File: src/rtl/io_cell_cfg_pkg.sv
// Shared constants and types for the IO cell configuration register bank.
// Address map offsets, CTRL/STATUS bit positions and the apply FSM states.
package io_cell_cfg_pkg;

  localparam logic [31:0] SHADOW_BASE = 32'h0000_0000;
  localparam logic [31:0] ACTIVE_BASE = 32'h0000_0100;
  localparam logic [31:0] CTRL_ADDR   = 32'h0000_0200;
  localparam logic [31:0] STATUS_ADDR = 32'h0000_0204;
  localparam logic [31:0] REGION_MASK = 32'hFFFF_FF00;

  localparam int CTRL_COMMIT_BIT    = 0;
  localparam int CTRL_LOCK_BIT      = 1;
  localparam int STATUS_BUSY_BIT    = 0;
  localparam int STATUS_PENDING_BIT = 1;
  localparam int STATUS_LOCK_BIT    = 2;

  typedef enum logic {
    IDLE  = 1'b0,
    APPLY = 1'b1
  } apply_state_e;

  function automatic logic [5:0] word_index(input logic [31:0] addr);
    return addr[7:2];
  endfunction

endpackage

File: src/rtl/io_cell_cfg_regs.sv
// APB register bank holding shadow/active per-pad configuration; a commit
// copies shadow to active one cell every APPLY_GAP cycles.
module io_cell_cfg_regs
  import io_cell_cfg_pkg::*;
#(
  parameter int                    CONF_WIDTH      = 5,
  parameter int                    NUMBER_OF_CELLS = 25,
  parameter logic [CONF_WIDTH-1:0] DEFAULT_CFG     = '0,
  parameter int                    APPLY_GAP       = 4,
  parameter int                    ADDR_WIDTH      = 12
) (
  input  logic                                  clk_internal,
  input  logic                                  reset_internal,
  input  logic                                  psel,
  input  logic                                  penable,
  input  logic                                  pwrite,
  input  logic [ADDR_WIDTH-1:0]                 paddr,
  input  logic [31:0]                           pwdata,
  output logic [31:0]                           prdata,
  output logic                                  pready,
  output logic                                  pslverr,
  output logic [NUMBER_OF_CELLS*CONF_WIDTH-1:0] cell_cfg,
  output logic                                  cfg_applied
);

  localparam int IDX_W = (NUMBER_OF_CELLS > 1) ? $clog2(NUMBER_OF_CELLS) : 1;
  localparam int GAP_W = $clog2(APPLY_GAP + 1);
  localparam logic [IDX_W-1:0] LAST_IDX   = IDX_W'(NUMBER_OF_CELLS - 1);
  localparam logic [GAP_W-1:0] GAP_RELOAD = GAP_W'(APPLY_GAP - 1);

  logic [CONF_WIDTH-1:0] shadow_q [NUMBER_OF_CELLS];
  logic [CONF_WIDTH-1:0] active_q [NUMBER_OF_CELLS];
  logic                  lock_q;
  apply_state_e          state_q;
  logic [IDX_W-1:0]      idx_q;
  logic [GAP_W-1:0]      gap_q;
  logic                  cfg_applied_q;

  logic [31:0] prdata_q, prdata_d;
  logic        pready_q, pready_d;
  logic        pslverr_q, pslverr_d;

  logic [31:0]      addr_w;
  logic [5:0]       word_idx;
  logic [IDX_W-1:0] cell_sel;
  logic             in_range;
  logic             is_shadow, is_active, is_ctrl, is_status;
  logic             setup_phase, access_phase;
  logic             apply_done, busy_next, pending;
  logic             dec_err, dec_stall;
  logic [31:0]      dec_rdata;
  logic             wr_go, shadow_we, ctrl_we, commit_go, lock_set;
  logic             unused_pwdata_bits;

  assign addr_w    = 32'(paddr);
  assign word_idx  = word_index(addr_w);
  assign cell_sel  = IDX_W'(word_idx);
  assign in_range  = ({26'd0, word_idx} < 32'(NUMBER_OF_CELLS));
  assign is_shadow = ((addr_w & REGION_MASK) == SHADOW_BASE);
  assign is_active = ((addr_w & REGION_MASK) == ACTIVE_BASE);
  assign is_ctrl   = (addr_w == CTRL_ADDR);
  assign is_status = (addr_w == STATUS_ADDR);

  assign setup_phase  = psel & ~penable;
  assign access_phase = psel & penable;

  assign unused_pwdata_bits = ^pwdata[31:CONF_WIDTH];

  // The FSM is still applying next cycle unless the last cell is written now.
  assign apply_done = (state_q == APPLY) && (gap_q == '0) && (idx_q == LAST_IDX);
  assign busy_next  = (state_q == APPLY) && !apply_done;

  always_comb begin
    pending = 1'b0;
    for (int i = 0; i < NUMBER_OF_CELLS; i++) begin
      if (shadow_q[i] != active_q[i]) begin
        pending = 1'b1;
      end
    end
  end

  always_comb begin
    dec_err   = 1'b0;
    dec_stall = 1'b0;
    dec_rdata = '0;
    if (is_shadow && in_range) begin
      if (pwrite) begin
        dec_err   = lock_q;
        dec_stall = 1'b1;
      end else begin
        dec_rdata = 32'(shadow_q[cell_sel]);
      end
    end else if (is_active && in_range) begin
      if (pwrite) begin
        dec_err = 1'b1;
      end else begin
        dec_rdata = 32'(active_q[cell_sel]);
      end
    end else if (is_ctrl) begin
      if (pwrite) begin
        dec_err   = pwdata[CTRL_COMMIT_BIT] & lock_q;
        dec_stall = pwdata[CTRL_COMMIT_BIT];
      end else begin
        dec_rdata[CTRL_LOCK_BIT] = lock_q;
      end
    end else if (is_status) begin
      if (pwrite) begin
        dec_err = 1'b1;
      end else begin
        dec_rdata[STATUS_BUSY_BIT]    = (state_q == APPLY);
        dec_rdata[STATUS_PENDING_BIT] = pending;
        dec_rdata[STATUS_LOCK_BIT]    = lock_q;
      end
    end else begin
      dec_err = 1'b1;
    end
  end

  // Response is prepared during setup so it is already valid in the access cycle.
  always_comb begin
    prdata_d  = '0;
    pready_d  = 1'b1;
    pslverr_d = 1'b0;
    if (setup_phase) begin
      prdata_d  = dec_err ? 32'd0 : dec_rdata;
      pslverr_d = dec_err;
      pready_d  = !(dec_stall && !dec_err && busy_next);
    end else if (access_phase && !pready_q) begin
      pready_d = !busy_next;
    end
  end

  always_ff @(posedge clk_internal or negedge reset_internal) begin
    if (!reset_internal) begin
      prdata_q  <= '0;
      pready_q  <= 1'b1;
      pslverr_q <= 1'b0;
    end else begin
      prdata_q  <= prdata_d;
      pready_q  <= pready_d;
      pslverr_q <= pslverr_d;
    end
  end

  assign wr_go     = access_phase & pready_q & pwrite & ~pslverr_q;
  assign shadow_we = wr_go & is_shadow & in_range;
  assign ctrl_we   = wr_go & is_ctrl;
  assign commit_go = ctrl_we & pwdata[CTRL_COMMIT_BIT];
  assign lock_set  = ctrl_we & pwdata[CTRL_LOCK_BIT];

  always_ff @(posedge clk_internal or negedge reset_internal) begin
    if (!reset_internal) begin
      for (int i = 0; i < NUMBER_OF_CELLS; i++) begin
        shadow_q[i] <= DEFAULT_CFG;
      end
      lock_q <= 1'b0;
    end else begin
      if (shadow_we) begin
        shadow_q[cell_sel] <= pwdata[CONF_WIDTH-1:0];
      end
      if (lock_set) begin
        lock_q <= 1'b1;
      end
    end
  end

  always_ff @(posedge clk_internal or negedge reset_internal) begin
    if (!reset_internal) begin
      for (int i = 0; i < NUMBER_OF_CELLS; i++) begin
        active_q[i] <= DEFAULT_CFG;
      end
      state_q       <= IDLE;
      idx_q         <= '0;
      gap_q         <= '0;
      cfg_applied_q <= 1'b0;
    end else begin
      cfg_applied_q <= 1'b0;
      case (state_q)
        IDLE: begin
          if (commit_go) begin
            state_q <= APPLY;
            idx_q   <= '0;
            gap_q   <= '0;
          end
        end
        APPLY: begin
          if (gap_q == '0) begin
            active_q[idx_q] <= shadow_q[idx_q];
            gap_q           <= GAP_RELOAD;
            if (idx_q == LAST_IDX) begin
              state_q       <= IDLE;
              cfg_applied_q <= 1'b1;
            end else begin
              idx_q <= idx_q + IDX_W'(1);
            end
          end else begin
            gap_q <= gap_q - GAP_W'(1);
          end
        end
        default: state_q <= IDLE;
      endcase
    end
  end

  for (genvar gi = 0; gi < NUMBER_OF_CELLS; gi++) begin : g_cell_out
    assign cell_cfg[gi*CONF_WIDTH +: CONF_WIDTH] = active_q[gi];
  end

  assign prdata      = prdata_q;
  assign pready      = pready_q;
  assign pslverr     = pslverr_q;
  assign cfg_applied = cfg_applied_q;

endmodule

File: config.mk
export PLATFORM = sky130hd
export DESIGN_NAME = io_cell_cfg_regs
export DESIGN_NICKNAME = d
export VERILOG_FILES = /design/src/rtl/io_cell_cfg_pkg.sv /design/src/rtl/io_cell_cfg_regs.sv
export SDC_FILE = /design/constraint.sdc
export NUM_CORES = 1
export LEC_CHECK = 0
export BUFFER_PORTS_ARGS = -buffer_cell sky130_fd_sc_hd__buf_4
export CAP_MARGIN = 30
export CORE_MARGIN = 2
export CORE_UTILIZATION = 40
export CTS_BUF_LIST = sky130_fd_sc_hd__clkbuf_16
export DETAILED_ROUTE_END_ITERATION = 16
export PLACE_DENSITY_LB_ADDON = 0.25
export SYNTH_ARGS = -nofsm -noshare
export SYNTH_HDL_FRONTEND = slang
export SYNTH_SLANG_ARGS = --single-unit
export TNS_END_PERCENT = 10
File: constraint.sdc
create_clock -name clk_internal -period 2.8 [get_ports clk_internal]
set_input_delay 0.42 -clock clk_internal [delete_from_list [all_inputs] [get_ports clk_internal]]
set_output_delay 0.42 -clock clk_internal [all_outputs]
set_load 0.01 [all_outputs]
# After elaboration in Yosys (flattened, before gate mapping)
# Index checks and enable logic that the tools add are counted.
# Widths: inputs -> output; s select.
word_totals:
  elab_cells: 213
  in_bits: 49
  out_inout_bits: 160
  reg_bits: 295
op_classes:
  reduce_logical: 19
  n_eq_ne: 32
  n_addsub: 2
  muxes: 81
  bitwise: 16
  magnitude_cmp: 5
ops:
  columns: ["operator", "count"]
  rows:
  - ["$bwmux 125", 2]
  - ["$ne 5x5->1", 25]
  - ["$mux 32", 3]
  - ["$bmux 5 s5", 3]
  - ["$mux 5", 13]
  - ["$demux 5 s5", 2]
  - ["$mux 1", 49]
  - ["$logic_not 32->1", 1]
  - ["$mux 29", 1]
  - ["$eq 12x10->1 const B", 2]
  - ["$mux 3", 5]
  - ["$ge 6x6->1 const B", 2]
  - ["$lt 6x1->1 const B", 2]
  - ["$not 5->6", 2]
  - ["$and 1x1->1", 11]
  - ["$logic_and 1x1->1", 10]
  - ["$pmux 5 s2", 1]
  - ["$lt 6x5->1 const B", 1]
  - ["$pmux 3 s2", 1]
  - ["$add 5x1->5 const B", 1]
  - ["$eq 5x5->1 const B", 1]
  - ["$logic_not 1->1", 5]
  - ["$eq 4x1->1 const B", 1]
  - ["$ne 2x2->1 const B", 2]
  - ["7 further kinds", 9]

# Logic depth before layout (Yosys ltp)
depth:
  ltp_word: 33
  ltp_mapped: 10
  ltp_nobuf: 7

# Least setup slack after synthesis
# Ideal clock, no wire load.
synth_path:
  kind: "input to register"
  startpoint: "input port paddr[3]"
  endpoint: "register shadow_q[10] (netlist bit)"
  t_required_ns: 2.672
  path_buffers: 1
  cell_stages: 6
  t_arrival_ns: 2.116
  slack_ns: 0.556
  path_cell_list: "buf_2 o311ai_2 nand3_1 or4_4 nor2_4 mux2_1"
synth_between:
  elab_chain_len: 6
  elab_cells_between_ends: 9
  classes_between: "3 x order compare; 3 x mux; 2 x bitwise; 1 x reduce/logical"
synth_rtl:
  columns: ["element", "line", "text"]
  rows:
  - ["start, declared", "io_cell_cfg_regs.sv:17", "input logic [ADDR_WIDTH-1:0] paddr,"]
  - ["$not 5->6 (not written as such)", "io_cell_cfg_regs.sv:159", "shadow_q[cell_sel] <= pwdata[CONF_WIDTH-1:0];"]
  - ["$ge 6x6->1 (not written as such) or $lt 6x1->1 (tied branches)", "io_cell_cfg_regs.sv:159", null]
  - ["$logic_and 1x1->1 (not written as such)", "io_cell_cfg_regs.sv:159", null]
  - ["$mux 5 (not written as such)", "io_cell_cfg_regs.sv:159", null]
  - ["$demux 5 s5", "io_cell_cfg_regs.sv:159", null]
  - ["$bwmux 125", "io_cell_cfg_regs.sv:159", null]
  - ["end signal, assigned by index", "io_cell_cfg_regs.sv:159", null]
  - ["end, declared", "io_cell_cfg_regs.sv:31", "logic [CONF_WIDTH-1:0] shadow_q [NUMBER_OF_CELLS];"]
# Parallel ways exist; a longest one is shown, timed or not.
# A chain may end at the register's enable or synchronous reset.

# Worst setup path in the final report
layout_path:
  startpoint: "register idx_q[0]"
  endpoint: "register active_q, in the netlist cell_cfg[25]"
layout_between:
  elab_chain_len: 6
  elab_cells_between_ends: 10
  classes_between: "2 x order compare; 6 x mux; 1 x bitwise; 1 x reduce/logical"
layout_rtl:
  columns: ["element", "line", "text"]
  rows:
  - ["start, declared", "io_cell_cfg_regs.sv:35", "logic [IDX_W-1:0] idx_q;"]
  - ["start signal, assigned", "io_cell_cfg_regs.sv:194", "idx_q <= idx_q + IDX_W'(1);"]
  - ["$not 5->6 (not written as such) *", "io_cell_cfg_regs.sv:188", "active_q[idx_q] <= shadow_q[idx_q];"]
  - ["$ge 6x6->1 (not written as such) or $lt 6x1->1 (tied branches)", "io_cell_cfg_regs.sv:188", null]
  - ["$logic_and 1x1->1 (not written as such)", "io_cell_cfg_regs.sv:188", null]
  - ["$mux 5 (not written as such)", "io_cell_cfg_regs.sv:188", null]
  - ["$demux 5 s5", "io_cell_cfg_regs.sv:188", null]
  - ["$bwmux 125 *", "io_cell_cfg_regs.sv:188", null]
  - ["end signal, assigned by index", "io_cell_cfg_regs.sv:188", null]
  - ["end, declared", "io_cell_cfg_regs.sv:32", "logic [CONF_WIDTH-1:0] active_q [NUMBER_OF_CELLS];"]
# Mark *: on every way between the ends. The rest lies on a longest branch, timed or not. The select of a mux whose other input is x is not followed.

==> results.sh <==
export IMPL_p_int_mw=6.13
export IMPL_htree_levels=1
export IMPL_start_util_pct=40.4
export IMPL_post_place_ws_ns=0.0221
export IMPL_wirelength_um=58700
export IMPL_dp_hpwl_um=45100
export IMPL_slew_headroom_pct=57.5
export IMPL_vias_per_cell=5.94
export IMPL_switching_share_pct=23.8
export IMPL_fin_ws_ns=0.238
export IMPL_final_min_clock_period_ns=2.56
export IMPL_reg2reg_from="idx_q[0]$_DFFE_PN0P_"
export IMPL_clk_latency_ns=0.60
export IMPL_ir_drop_uv=456
export IMPL_fmax_mhz=390
export IMPL_worst_path_max_delay_cell="mux4_2"
export IMPL_crit_fanout=17
export IMPL_path_cells="buf_12, mux4_2, mux2_2, a22oi_1, o221ai_2, buf_4, mux2_2"
export IMPL_rsz0062_at_grt="false"
export IMPL_final_nets=1440
export IMPL_antenna_left=0
export IMPL_yosysSeqAreaShare_pct=43.2
export IMPL_clk_pin_slew_worst_paths_ns=0.06
export IMPL_final_area_um2=18800
export IMPL_dr_first_iter_drc_count=1174
export IMPL_synth_distinct_cells=80
export IMPL_finalSetupTns_ns=0
export IMPL_finalCritPeriodShare_pct=91.5
export IMPL_required_ns=3.29
export IMPL_power_density_nw_per_um2=428
export IMPL_worst_ep_arrival_time_ns=3.05
export IMPL_cp_end_kind="register"
export IMPL_ctsResizeCount=0
export IMPL_synth_seq_cells=268
export IMPL_crit_family="multiplexers"
export IMPL_avgSynthCellArea_um2=13.6
export IMPL_setup_violations=0
export IMPL_clock_sinks=268
export IMPL_cts_tree="done"
export IMPL_slowest_delay_ns=0.56
export IMPL_clk_root_buffer_cell="clkbuf_16"
export IMPL_min_to="pready$_DFF_PN1_"
export IMPL_status="finished clean"
export IMPL_cts_setup_buffers=0
export IMPL_die_w_um=201
export IMPL_synth_edf_count=0
export IMPL_place_area_um2=17900
export IMPL_path_class="register to register"
export IMPL_hold_viol=0
export IMPL_final_layout_size_suffix_gt1_share_pct=46.4
export IMPL_synth_area_um2=15500
export IMPL_ios=209
export IMPL_worstMarginPinSlew_ns=0.635
export IMPL_routedWlPerCell_um=30.6
export IMPL_place_congestion=1.02
export IMPL_port_buffers=154
export IMPL_synth_most_common_cell="dfrtp_1"
export IMPL_reg2regPathDepth=7
export IMPL_dr_pass1_iters=6
export IMPL_ys_async_sr_fraction_pct=100
export IMPL_p_leak_nw=8.87
export IMPL_area_delta_synth_final_pct=21.0
export IMPL_rr_endpoint="cell_cfg[25]$_DFFE_PN0P_"
export IMPL_p_comb_share_pct=5.3
export IMPL_drc=0
export IMPL_hp_class="input pin to register"
export IMPL_grt_start_max_net_pins=70
export IMPL_whs_path_depth=3
export IMPL_synth_top_area_share_pct=43.0
export IMPL_coreArea_um2=38500
export IMPL_die_area_um2=40400
export IMPL_seqPwrFrac_pct=48.4
export IMPL_ff2ff_setup_slack_ns=0.24
export IMPL_fillers=3472
export IMPL_drv_slew=0
export IMPL_clock_skew_ns=0.0406
export IMPL_grt_pass1_wl_um=83900
export IMPL_critPathBufInv=2
export IMPL_cts_buffers_inserted=30
export IMPL_maxCapViolCount=0
export IMPL_synth_common_cells="dfrtp_1 (267), mux2_2 (200), xnor2_1 (115)"
export IMPL_num_antenna_cells=0
export IMPL_netlist_top_cells_area="dfrtp_1 (43%), mux2_2 (15%), mux4_2 (13%), xnor2_1 (6.5%), mux2_1 (3.1%)"
export IMPL_p_sw_mw=1.92
export IMPL_grt_pass1_vias=11400
export IMPL_cp_common_cell="mux2_2"
export IMPL_postCtsHoldBufs=1
export IMPL_yosysTopAreaCell="dfrtp_1"
export IMPL_hp_start="psel"
export IMPL_clock_path_buffers=3
export IMPL_synth_warnings=0
export IMPL_die_h_um=201
export IMPL_synth_ff_type="dfrtp_1"
export IMPL_antenna_found_initial=1
export IMPL_p_clk_share_pct=46.4
export IMPL_row_count=72
export IMPL_grt_usage_pct=28.9
export IMPL_syn_inst=1144
export IMPL_vias=11400
export IMPL_grt_overflow_total=0
export IMPL_start_kind="register"
-- how the worst max path moves through the flow --
stage                                     from                       end  cells after the start
final                     idx_q[0]$_DFFE_PN0P_  cell_cfg[25]$_DFFE_PN0P_                      7
after global routing      idx_q[0]$_DFFE_PN0P_  cell_cfg[94]$_DFFE_PN0P_                      7
after CTS                 idx_q[0]$_DFFE_PN0P_  cell_cfg[25]$_DFFE_PN0P_                      7
after detailed placement              paddr[2]  shadow_q[22]$_DFFE_PN0P_                      8
after global placement                paddr[2]       prdata[2]$_DFF_PN0_                      7
after floorplan                       paddr[3]  shadow_q[10]$_DFFE_PN0P_                      6
-- final cells by class --
| type | count | area [µm²] | area share (%) |
|---|---|---|---|
| Clock buffer | 30 | 751 | 4.00 |
| Clock inverter | 19 | 161 | 0.859 |
| Sequential cell | 268 | 6710 | 35.7 |
| Multi-Input combinational cell | 796 | 8280 | 44.1 |
| Inverter | 17 | 63.8 | 0.340 |
| Tap cell | 518 | 648 | 3.45 |
| Timing Repair Buffer | 272 | 2180 | 11.6 |
-- power by group through the flow --
stage	sequential [mW]	clock (mW)	combinational, mW
2_1_floorplan	3.96	0	0.226
3_3_place_gp	3.96	0	0.418
3_5_place_dp	3.96	0	0.422
4_1_cts	3.89	3.80	0.425
5_1_grt	3.89	3.95	0.456
6_report	3.89	3.73	0.424
-- routing by layer --
metal	vias to the layer above	GRT usage [%]	wire, µm
met5	-	0	0
met4	0	10.7	2320
met3	113	5.39	4750
met2	545	47.2	28000
met1	6008	38.6	23600
li1	4732	-	-
-- flip-flops by register name, indices dropped and copies added, names as in the netlist, 3 cells and up --
signal,cells
cell_cfg,125
gap_q,3
idx_q,5
prdata,5
shadow_q,125
-- cells by family after synthesis --
kind of cell | synth area share (%)
and+or+nand+nor | 7.78
adders and majority gates | 0.483
DFF | 43.2
buffers and inverters | 4.32
muxes | 33.3
other | 0.0241
xor gates and xnor gates | 6.71
AOI/OAI and AO/OA | 4.21
-- worst register-to-register path: cells and delay by family (launching register included) --
family,cells,cell delay [ns]
AO/OA/AOI/OAI,2,0.48
buffers and inverters,2,0.43
flip-flops,1,0.40
multiplexers,3,1.19
-- placed cells by master, fill, tap and decap left out, drive strengths merged, types with 7 or more instances in the layout --
| master | Yosys | layout |
|---|---|---|
| a21oi | 16 | 16 |
| buf | 66 | 271 |
| clkbuf | 23 | 30 |
| clkinv | 0 | 13 |
| conb | 1 | 27 |
| dfrtp | 267 | 267 |
| inv | 17 | 21 |
| mux2 | 253 | 253 |
| mux2i | 17 | 17 |
| mux4 | 93 | 93 |
| nand2 | 32 | 32 |
| nand2b | 8 | 8 |
| nand3 | 17 | 17 |
| nand4 | 31 | 31 |
| nor2 | 47 | 47 |
| nor2b | 13 | 13 |
| nor3 | 8 | 8 |
| nor4 | 14 | 14 |
| o22ai | 7 | 7 |
| xnor2 | 115 | 115 |
-- through the flow --
step / hold WS, ns / power [mW] / util, % / instances
6_report: 0.156 / 8.04 / 48.8 / 1920
5_1_grt: 0.139 / 8.29 / 48.8 / 1920
4_1_cts: 0.115 / 8.11 / 48.8 / 1920
2_1_floorplan: 0.124 / 4.18 / - / 1170
3_3_place_gp: 0.398 / 4.38 / 46.5 / 1870
3_5_place_dp: 0.408 / 4.38 / 46.5 / 1870
Note: power is estimated with default switching activity, not from simulation.
